===== src/rtl/pc_seq_pkg.sv =====
// Shared types and defaults for the nRISC program-counter sequencer:
// run-state encoding, next-PC source select, and default geometry.
package pc_seq_pkg;

  localparam int              PC_W_DEF      = 8;
  localparam logic [7:0]      RESET_VEC_DEF = 8'h00;

  typedef enum logic [1:0] {
    BOOT,
    RUN,
    HALT
  } state_e;

  typedef enum logic [1:0] {
    SEL_SEQ,
    SEL_BR,
    SEL_JMP
  } sel_e;

endpackage


===== src/rtl/pc_sequencer_incr.sv =====
// Combinational W-bit +1 with carry-out; the carry marks the all-ones to
// zero rollover used for wrap detection.
module pc_incrementer #(
  parameter int W = 8
) (
  input  logic [W-1:0] a,
  output logic [W-1:0] sum,
  output logic         carry
);

  assign {carry, sum} = {1'b0, a} + {{W{1'b0}}, 1'b1};

endmodule


===== src/rtl/pc_sequencer.sv =====
// nRISC program counter: sequential / branch / jump next-PC selection with
// BOOT/RUN/HALT run-state FSM. Optional macro PC_WRAP_TRAP_EN turns a
// sequential rollover from all-ones into a halt trap instead of a wrap.
module pc_sequencer
  import pc_seq_pkg::*;
#(
  parameter int              PC_W      = PC_W_DEF,
  parameter logic [PC_W-1:0] RESET_VEC = PC_W'(RESET_VEC_DEF),
  parameter int              BR_OFF_W  = 4,
  parameter int              CNT_W     = 16
) (
  input  logic                clk,
  input  logic                rst_n,
  input  logic                imem_ready,
  input  logic                stall,
  input  logic                branch_en,
  input  logic                branch_cond,
  input  logic [BR_OFF_W-1:0] branch_off,
  input  logic                jump_en,
  input  logic [PC_W-1:0]     jump_addr,
  input  logic                halt,
  input  logic                resume,
  output logic [PC_W-1:0]     pc,
  output logic [PC_W-1:0]     pc_plus1,
  output logic                fetch_valid,
  output logic                halted,
  output logic                wrap,
  output logic [CNT_W-1:0]    fetch_cnt
);

  state_e            state_q, state_d;
  logic [PC_W-1:0]   pc_q, pc_d;
  logic              wrap_q, wrap_d;
  logic [CNT_W-1:0]  cnt_q, cnt_d;
  logic              carry;
  logic              advance;
  sel_e              sel;
  logic [PC_W-1:0]   off_ext;

  pc_incrementer #(.W(PC_W)) u_incr (
    .a    (pc_q),
    .sum  (pc_plus1),
    .carry(carry)
  );

  assign fetch_valid = (state_q == RUN);
  assign halted      = (state_q == HALT);
  assign advance     = fetch_valid & imem_ready & ~stall & ~halt;
  assign off_ext     = {{(PC_W-BR_OFF_W){branch_off[BR_OFF_W-1]}}, branch_off};

  // NOTE: every signal driven here gets a default first so no path can
  // leave it unassigned and infer a latch.
  always_comb begin
    state_d = state_q;
    pc_d    = pc_q;
    wrap_d  = 1'b0;
    cnt_d   = cnt_q;

    sel = SEL_SEQ;
    if (jump_en)                     sel = SEL_JMP;
    else if (branch_en && branch_cond) sel = SEL_BR;

    unique case (state_q)
      BOOT:    state_d = RUN;
      RUN:     if (halt) state_d = HALT;
      HALT:    if (resume && !halt) state_d = RUN;
      default: state_d = BOOT;
    endcase

    if (advance) begin
      if (cnt_q != '1) cnt_d = cnt_q + CNT_W'(1);
      unique case (sel)
        SEL_JMP: pc_d = jump_addr;
        SEL_BR:  pc_d = pc_plus1 + off_ext;
        default: begin
          pc_d = pc_plus1;
          if (carry) begin
            wrap_d = 1'b1;
`ifdef PC_WRAP_TRAP_EN
            // Trap: refuse the rollover and park in HALT at the all-ones PC.
            pc_d    = pc_q;
            state_d = HALT;
`endif
          end
        end
      endcase
    end
  end

  // NOTE: sequential state uses non-blocking assignments so all flops
  // update together from values sampled at the same edge.
  always_ff @(posedge clk) begin
    if (!rst_n) begin
      state_q <= BOOT;
      pc_q    <= RESET_VEC;
      wrap_q  <= 1'b0;
      cnt_q   <= '0;
    end else begin
      state_q <= state_d;
      pc_q    <= pc_d;
      wrap_q  <= wrap_d;
      cnt_q   <= cnt_d;
    end
  end

  assign pc        = pc_q;
  assign wrap      = wrap_q;
  assign fetch_cnt = cnt_q;

endmodule

===== config.mk =====
export PLATFORM = sky130hd
export DESIGN_NAME = pc_sequencer
export DESIGN_NICKNAME = d
export VERILOG_FILES = /design/src/rtl/pc_seq_pkg.sv /design/src/rtl/pc_sequencer_incr.sv /design/src/rtl/pc_sequencer.sv
export SDC_FILE = /design/constraint.sdc
export NUM_CORES = 1
export LEC_CHECK = 0
export BUFFER_PORTS_ARGS = -buffer_cell sky130_fd_sc_hd__buf_2
export CAP_MARGIN = 40
export CORE_UTILIZATION = 40
export CTS_BUF_LIST = sky130_fd_sc_hd__clkbuf_8 sky130_fd_sc_hd__clkbuf_16
export DETAILED_ROUTE_END_ITERATION = 7
export GPL_TIMING_DRIVEN = 0
export SLEW_MARGIN = 15
export SYNTH_ARGS = -nofsm -noshare
export SYNTH_HDL_FRONTEND = slang
export SYNTH_HIERARCHICAL = 1
export SYNTH_SLANG_ARGS = --single-unit

===== constraint.sdc =====
create_clock -name clk -period 3.3 [get_ports clk]
set_clock_uncertainty 0.1 [all_clocks]
set_input_delay 0.66 -clock clk [delete_from_list [all_inputs] [get_ports clk]]
set_output_delay 0.66 -clock clk [all_outputs]
set_load 0.02 [all_outputs]

### Yosys cells after proc, flatten, opt, wreduce, memory -nomap -nowiden

Index checks and enable logic that the tools add are counted.

| storage, ports and cells | value |
|---|---|
| output and inout port bits | 35 |
| input port bits | 21 |
| logic and storage cells | 35 |
| register bits after elaboration | 27 |

| operators by class | value |
|---|---|
| bitwise logic cells | 7 |
| $add $sub $neg | 3 |
| equality and inequality tests | 7 |
| mux-type cells | 7 |
| reduce and logical (&&, ||, !) cells | 7 |

Operators with widths:

| kind | count |
|---|---|
| adder 16 x 1 -> 16 bit, second input constant | 1 |
| inequality test 16 bit, second input constant | 1 |
| one-hot mux 8 bit (2 select lines) | 1 |
| adder 8 x 1 -> 9 bit, second input constant | 1 |
| adder 8 bit | 1 |
| two-way mux 2 bit | 3 |
| one-hot mux 2 bit (3 select lines) | 1 |
| equality test 2 x 1 -> 1 bit, second input constant | 2 |
| equality test 2 bit, second input constant | 2 |
| inverter 1 bit | 4 |
| AND reduction 2 bit | 2 |
| OR reduction 4 bit | 1 |
| bitwise AND 1 bit | 3 |
| logical AND 1 bit | 2 |
| logical NOT 2 bit | 1 |
| two-way mux 1 bit | 2 |
| inequality test 2 x 1 -> 1 bit, second input constant | 1 |
| inequality test 2 bit, second input constant | 1 |
| logical NOT 1 bit | 1 |

### Depth between registers and ports, before layout

Gate-level depths: netlist (run 1).

| depth | value |
|---|---|
| word-level depth | 6 |
| depth in mapped cells | 9 |
| mapped depth without buffers | 9 |

### Hierarchy

Netlist (run 1), hierarchy kept.

By module, submodules not included:

| module | cells an instance | area an instance (µm²) | sequential area each (µm²) | instances |
|---|---|---|---|---|
| pc_sequencer | 213 | 1776.7 | 540.5 | 1 |
| pc_incrementer | 18 | 121.4 | 0.0 | 1 |

### Worst setup path before layout (run 1)

OpenSTA, ideal clock, no wires.

| timing | value |
|---|---|
| path type | register to register |
| start | reg pc_q[0], in the netlist pc[0] |
| end | reg pc_q[6], in the netlist pc[6] |
| clock period less this slack | 2.667 ns |
| setup time | 0.130 ns |
| arrival time | 2.437 ns |
| required time | 3.070 ns |
| cell stages (with the launch flop) | 10 |
| buffers on the path | 0 |
| path slack | 0.633 ns |
| cells stage by stage | dfxtp_1 > ha_1 > nand3_1 > xnor2_1 > ha_1 > inv_1 > a211oi_1 > nor4_1 > a2111oi_0 > a21oi_1 |

| between the ends | value |
|---|---|
| word-level cells in the longest chain between the ends | 3 |

Ends and longest elaborated chain:

| item | RTL line | RTL |
|---|---|---|
| from (decl) | pc_sequencer.sv:32 | `logic [PC_W-1:0] pc_q, pc_d;` |
| from (signal assigned) | pc_sequencer.sv:100 | `pc_q <= pc_d;` |
| adder 8 x 1 -> 9 bit | pc_sequencer_incr.sv:11 | `assign {carry, sum} = {1'b0, a} + {{W{1'b0}}, 1'b1};` |
| named net pc_plus1[4] | pc_sequencer.sv:24 | `output logic [PC_W-1:0] pc_plus1,` |
| adder 8 bit | pc_sequencer.sv:74 | `SEL_BR: pc_d = pc_plus1 + off_ext;` |
| one-hot mux 8 bit (2 select lines) | pc_sequencer.sv:72 | `unique case (sel)` |

The timed path passes the listed nets, and every way through them passes these cells.
A chain may end at the register's enable or synchronous reset.

### Worst setup path in the final report (run 1)

| timing | value |
|---|---|
| start | reg pc_q[0], in the netlist pc[0] |
| end | reg pc_q[6], in the netlist pc[6] |

| between the ends | value |
|---|---|
| word-level cells in the longest chain between the ends | 3 |

Ends and longest elaborated chain:

| item | RTL line |
|---|---|
| adder 8 x 1 -> 9 bit (*) | pc_sequencer_incr.sv:11 |
| adder 8 bit | pc_sequencer.sv:74 |
| one-hot mux 8 bit (2 select lines) (*) | pc_sequencer.sv:72 |

Mark *: on every way between the ends. The rest lies on a longest branch, timed or not.

==> results of run 1 <==
-- sequential cells by signal, summed over array words and instances, names as in the netlist --
name and count:
fetch_cnt 16, wrap 1, pc 8, state_q 2
-- how the worst max path moves through the flow --
stage,end,slack [ns],depth (start not counted)
final,pc[6]$_SDFFE_PN0P_,0.60,9
after global routing,pc[6]$_SDFFE_PN0P_,0.41,9
after CTS,pc[6]$_SDFFE_PN0P_,0.61,9
after detailed placement,pc[6]$_SDFFE_PN0P_,0.49,9
after global placement,pc[6]$_SDFFE_PN0P_,0.47,9
after floorplan,pc[6]$_SDFFE_PN0P_,0.63,9
-- area by class of cell --
| type | instances | area [µm²] |
|---|---|---|
| fill | 460 | 2170 |
| multi-input combinational | 187 | 1290 |
| sequential | 27 | 541 |
| timing repair buffer | 54 | 270 |
| tap | 52 | 65.1 |
| clock buffer | 3 | 41.3 |
| inverter | 9 | 33.8 |
| buffer | 8 | 31.3 |
| clock inverter | 1 | 3.75 |
-- report_power, final --
| part | total, W | internal [W] | switching (W) | leakage [nW] |
|---|---|---|---|---|
| sequential | 0.000336 | 0.000330 | 0.00000609 | 0.218 |
| combinational | 0.000105 | 0.0000415 | 0.0000630 | 0.818 |
| clock | 0.000190 | 0.0000837 | 0.000107 | 0.0269 |
| total | 0.000631 | 0.000455 | 0.000176 | 1.06 |
-- routing by layer --
metal | track usage [%] | part of all wire [%] | routed length (µm)
met1 | 28.1 | 50 | 2420
met2 | 31.0 | 46 | 2220
met3 | 2.28 | 4.1 | 200
met4 | 4.44 | 0.56 | 27
met5 | 0 | 0 | 0
-- worst min-delay path, cell delays in order, from the launching register on --
cell     delay, ns
dfxtp_1       0.36
nand2_1       0.06
o21ai_0       0.06
-- logic make-up (layout without fill, tap and decap cells) --
family / count (synthesis) / count (layout)
compound gates: 53 / 53
xor+xnor: 17 / 17
fa+ha+maj: 10 / 10
buf+inv: 17 / 75
flops: 27 / 27
mux: 4 / 4
simple gates: 103 / 103
-- stage by stage --
stage / std cells / hold WS, ns
after CTS: 341 / 0.417
after detailed placement: 337 / 0.403
after global placement: 337 / 0.388
after floorplan: 231 / 0.443
after global routing: 341 / 0.441
final: 341 / 0.416
-- placed cells by master (no fill, tap or decap), drive strengths merged, types with 2 or more instances in the layout --
| cell | Yosys | final |
|---|---|---|
| nand2b | 6 | 6 |
| a211oi | 4 | 4 |
| dfxtp | 27 | 27 |
| nor4 | 7 | 7 |
| or2 | 3 | 3 |
| nand4 | 4 | 4 |
| o21a | 2 | 2 |
| a2111oi | 2 | 2 |
| and2 | 12 | 12 |
| ha | 9 | 9 |
| clkbuf | 6 | 9 |
| inv | 9 | 10 |
| o21ai | 14 | 14 |
| nor4b | 2 | 2 |
| and3 | 4 | 4 |
| xor2 | 9 | 9 |
| o31ai | 3 | 3 |
| nor2b | 4 | 4 |
| nor3b | 2 | 2 |
| o211a | 2 | 2 |
| buf | 2 | 56 |
| o211ai | 4 | 4 |
| nand2 | 23 | 23 |
| xnor2 | 8 | 8 |
| nand3 | 16 | 16 |
| nor2 | 15 | 15 |
| a21oi | 9 | 9 |
| a21boi | 2 | 2 |
| nand3b | 2 | 2 |
| mux2i | 4 | 4 |
| a41o | 2 | 2 |
==> flow_summary_export.csv, run 1 <==
group,metric,value,unit
run_status,outcome,"finished, final reports clean",
critical_path,max_stage_delay,0.44,ns
critical_path,path_max_fanout,5,
detailed_routing,drcViolationCount,0,
detailed_routing,dr_total_vias,1882,
floorplanning,fp.dieH,70.9,µm
critical_path,r2r-start,"pc[0]$_SDFFE_PN0P_",
layout,postLayoutCoreUtil,51.3,%
critical_path,worst-path-buf-inv,1,
synth,synth_cells,231,
critical_path,r2r_end,"pc[6]$_SDFFE_PN0P_",
global_routing,grt_antenna_before_repair,0,
synth,synth_edf_count,0,
layout,finalInstanceArea,0.00228,mm²
critical_path,slowest_stage,"a211oi_1",
sta,fmax,371,MHz
synth,synth_top_family_by_area,"simple AND/OR/NAND/NOR gates",
synth,synth_area,0.00190,mm²
floorplanning,core_area,0.00444,mm²
sta,slew_headroom,64.8,%
global_routing,grt_overflow,0,
detailed_routing,drtAntennaViolNets,0,
floorplanning,num_rows,24,
sta,fin_setup_tns,0,ns
critical_path,critical-path-top-delay-family,"compound AO/OA/AOI/OAI gates",
clock_network,cts_tree,"yes",
synth,yosysMostFrequentCell,"dfxtp_1",
critical_path,worst-r2r-cell-count,9,
synth,ys_seq_area_share,28.5,%
critical_path,startpoint_type,"flop",
clock_network,cts_buffers,3,
clock_network,clkLatencyLatePin,0.28,ns
synth,yosys.area_share.simple,31.4,%
global_routing,grt_pass1_vias,1658,
run,drv_cap,0,
synth,synth.ff_latch_count,27,
floorplanning,die_area,0.00502,mm²
pwr,total_power,0.000631,W
hold_path,hp-class,"flop to flop",
synth,synthTopCellsByArea,"dfxtp_1 (28%), ha_1 (5.9%), nand2_1 (4.4%), xor2_1 (4.2%), and2_1 (4.0%)",
placement,io_buffers,54,
clock_network,htreeDepth,1,
detailed_routing,wirelength,4.86,mm
critical_path,worstSetupStartpoint,"pc[0]$_SDFFE_PN0P_",
detailed_routing,drt_iter0_drc,93,
critical_path,rrSetupSlack,0.60,ns
synth,yosysTopAreaCell,"dfxtp_1",
critical_path,crit_chain,"ha_1 > nand3_1 > xnor2_1 > ha_1 > inv_1 > a211oi_1 > nor4_1 > a2111oi_0 > a21oi_1",
layout,syn_to_final_growth,20.0,%
synth,synth-async-reset-ratio,0,%
sta,rsz0062_at_grt,"no",
clock_network,cts.sinks,27,
sta,report.final.setup_viol,0,
floorplanning,io_pins,56,
global_routing,grt_max_degree,15,
global_routing,grt_first_pass_wirelength,7.89,mm
synth,synthFlopType,"dfxtp_1",
clock_network,cts_hold_buf,0,
clock_network,ctsLongestPathBuffers,2,
hold_path,hold_start,"fetch_cnt[1]$_SDFFE_PN0P_",
critical_path,worstPathArrival,2.76,ns
detailed_routing,wire_per_inst,14.3,µm
synth,syn_avg_cell_area,8.22,µm²
clock_network,root_buffer,"clkbuf_8",
sta,setup_ws,0.602,ns
critical_path,crit_top_cell,"ha_1",
global_routing,gr-usage-all-layers,19.4,%
placement,place.gp.congestion,0.823,
sta,finalCriticalPeriod,2.70,ns
critical_path,crit_required,3.37,ns
synth,synth_nets,262,
detailed_routing,dr.pass1.iters,6,
sta,period_share,81.8,%
synth,synthMuxAreaShare,2.11,%
detailed_routing,viasPerCell,5.52,
critical_path,end_kind,"flop",
synth,yosys_warnings,6,
layout,antenna_cells,0,
hold_path,hold_end,"fetch_cnt[1]$_SDFFE_PN0P_",
clock_network,clk_pin_slew,0.10,ns
synth,yosys-top-cells-count,"dfxtp_1 (27), nand2_1 (22), nand3_1 (15), nor2_1 (14), o21ai_0 (14)",
pwr,power_density,277,mW/mm²
clock_network,post_cts_resized,0,
synth,synth_compound_area_share,19.7,%
synth,synthAdderAreaFrac,6.99,%
layout,final_layout_size_suffix_gt1_share,23.2,%
placement,hpwl,3.77,mm
hold_path,hold_path_depth,2,
layout,nets,321,
sta,worst_pin_slew,0.525,ns
pwr,ir_drop,0.205,mV
floorplanning,initial_core_util,42.7,%
pwr,power.leakage,1.06,nW
synth,yosys.cell_types.count,54,
clock_network,cts_setup_buffers,0,
floorplanning,die_w,70.9,µm
placement,dpl-instance-area,0.00223,mm²
synth,synth-xor-area-share,7.84,%
placement,dpl_worst_slack,0.488,ns
sta,slew_violations,0,
critical_path,critPathKind,"flop to flop",
synth,synth_top_area_share,28.5,%
sta,hold_viol,0,
Power figures use the tool's default switching activity.
==> inputs of run 2 (changes only) <==
clock period = 2.56 ns   (was 3.3 ns; I/O delays follow)
==> run 2 against run 1 <==
Sequential share of layout area decreased by 0.30 points. Combinational power increased by 32%. Non-clock buffer count unchanged. Sequential power increased by 29%. Register-to-register slack got worse by 0.51 ns. Via count decreased by 2.2%. Worst hold slack got worse by 0.017 ns. Setup slack got worse by 0.51 ns. Maximum frequency increased by 9.5%. Wire length decreased by 0.53%. Highest routed layer unchanged.
==> flow_summary_export.csv, run 2 (synthesis results as in run 1) <==
group,metric,value,unit
layout,multi_input_area,0.00133,mm²
global_routing,gr-usage-all-layers,19.9,%
floorplanning,io_pins,56,
clock_network,cts.sinks,27,
sta,finalCriticalPeriod,2.46,ns
critical_path,critPathKind,"flop to flop",
pwr,clkPwrFrac,29.3,%
placement,dpl_worst_slack,-0.0720,ns
critical_path,crit_required,2.62,ns
layout,fillers,445,
sta,slew_headroom,66.6,%
critical_path,startpoint_type,"flop",
critical_path,worstPathArrival,2.52,ns
sta,worst_pin_slew,0.501,ns
sta,period_share,96.3,%
pwr,p_int,0.000588,W
pwr,power_density,350,mW/mm²
layout,nets,321,
sta,fmax,406,MHz
critical_path,slowest_stage,"fa_1",
global_routing,grt_first_pass_wirelength,8.21,mm
clock_network,clkLatencyLatePin,0.27,ns
pwr,ir_drop,0.169,mV
global_routing,grt_antenna_before_repair,0,
placement,io_buffers,54,
detailed_routing,dr.pass1.iters,6,
placement,place.gp.congestion,0.824,
sta,hold_slack,0.399,ns
layout,syn_to_final_growth,22.1,%
sta,slew_violations,0,
detailed_routing,drtAntennaViolNets,0,
clock_network,root_buffer,"clkbuf_8",
floorplanning,num_rows,24,
sta,report.final.setup_viol,0,
critical_path,path_max_fanout,4,
global_routing,grt_overflow,0,
layout,regArea,543,µm²
floorplanning,fp.dieH,70.9,µm
sta,rsz0062_at_grt,"no",
pwr,p_seq_share,53.5,%
layout,antenna_cells,0,
detailed_routing,wirelength,4.84,mm
clock_network,cts_buffers,3,
critical_path,max_stage_delay,0.43,ns
placement,hpwl,3.70,mm
critical_path,end_kind,"flop",
detailed_routing,drt_iter0_drc,81,
floorplanning,initial_core_util,42.7,%
pwr,swShare,27.5,%
hold_path,hp-class,"flop to flop",
sta,setup_ws,0.0954,ns
floorplanning,die_area,0.00502,mm²
global_routing,grt_pass1_vias,1742,
layout,mostFrequentLayoutCells,"buf_2 (55), dfxtp_1 (25), nand2_1 (22)",
pwr,total_power,0.000810,W
global_routing,grt_max_degree,15,
floorplanning,die_w,70.9,µm
detailed_routing,wire_per_inst,14.2,µm
run,drv_cap,0,
critical_path,crit_chain,"ha_2 > inv_1 > fa_1 > nand2b_1 > a211oi_4 > nor4_1 > a2111oi_0 > a21oi_1",
clock_network,cts_tree,"yes",
detailed_routing,drcViolationCount,0,
pwr,p_sw,0.000223,W
floorplanning,core_area,0.00444,mm²
run_status,outcome,"finished, final reports clean",
layout,final_common_cell,"buf_2",
clock_network,cts_setup_buffers,0,
layout,largest_reg_flops,16,
layout,final_layout_size_suffix_gt1_share,25.6,%
sta,hold_viol,0,
clock_network,clk_pin_slew,0.09,ns
layout,postLayoutCoreUtil,52.2,%
detailed_routing,viasPerCell,5.40,
pwr,pwr-share-comb,17.1,%
pwr,power.leakage,1.08,nW
detailed_routing,dr_total_vias,1840,
clock_network,htreeDepth,1,
clock_network,ctsLongestPathBuffers,2,
run 2: repair_timing:
| action | CTS | global route |
|---|---|---|
| hold endpoints to repair | 0 | 0 |
| hold buffers | 0 | 0 |
| endpoints found under the setup margin | 1 | 1 |
| gates resized for setup | 1 | 1 |
| pin swaps | 0 | 1 |
run 2: final cells by class:
class	count	share of cell area, %
well taps	52	2.81
inverters	9	1.46
flip-flops and latches	27	23.4
multi-input cells	187	57.4
repair buffers	54	11.7
plain buffers	8	1.35
clock inverters	1	0.162
clock buffers	3	1.78
run 2: worst max-delay path: cells and delay by family, from the launching register on:
kind	cells	cell delay, ns
fa+ha+maj	2	0.79
compound gates	3	0.73
flops	1	0.35
simple gates	2	0.32
buf+inv	1	0.06
run 2: worst paths after layout:
kind	from	to	slack, ns	cells past startpoint
setup / recovery	pc[1]$_SDFFE_PN0P_	pc[6]$_SDFFE_PN0P_	0.1	8
hold / removal	fetch_cnt[9]$_SDFFE_PN0P_	fetch_cnt[9]$_SDFFE_PN0P_	0.40	2
setup reg to reg	pc[1]$_SDFFE_PN0P_	pc[6]$_SDFFE_PN0P_	0.1	8
hold reg to reg	fetch_cnt[9]$_SDFFE_PN0P_	fetch_cnt[9]$_SDFFE_PN0P_	0.40	2
run 2: per-layer routing:
layer  routed length, µm  track usage, %
met1                2430            28.5
met2                2200            32.3
met3                 174            2.85
met4                  32            3.33
met5                   0               0
run 2: stage by stage:
step / setup TNS, ns / cell area, µm² / instances
2_1_floorplan: 0 / 1930 / 231
3_5_place_dp: -0.0720 / 2260 / 337
5_1_grt: 0 / 2320 / 341
4_1_cts: 0 / 2310 / 341
6_report: 0 / 2320 / 341
3_3_place_gp: -0.124 / 2260 / 337
run 2: power groups by stage:
stage          registers [W]  logic [W]  clock network (W)
5_1_grt             0.000436   0.000155           0.000264
3_5_place_dp        0.000444   0.000135                  0
2_1_floorplan       0.000446  0.0000855                  0
4_1_cts             0.000434   0.000137           0.000248
3_3_place_gp        0.000444   0.000135                  0
6_report            0.000434   0.000139           0.000238
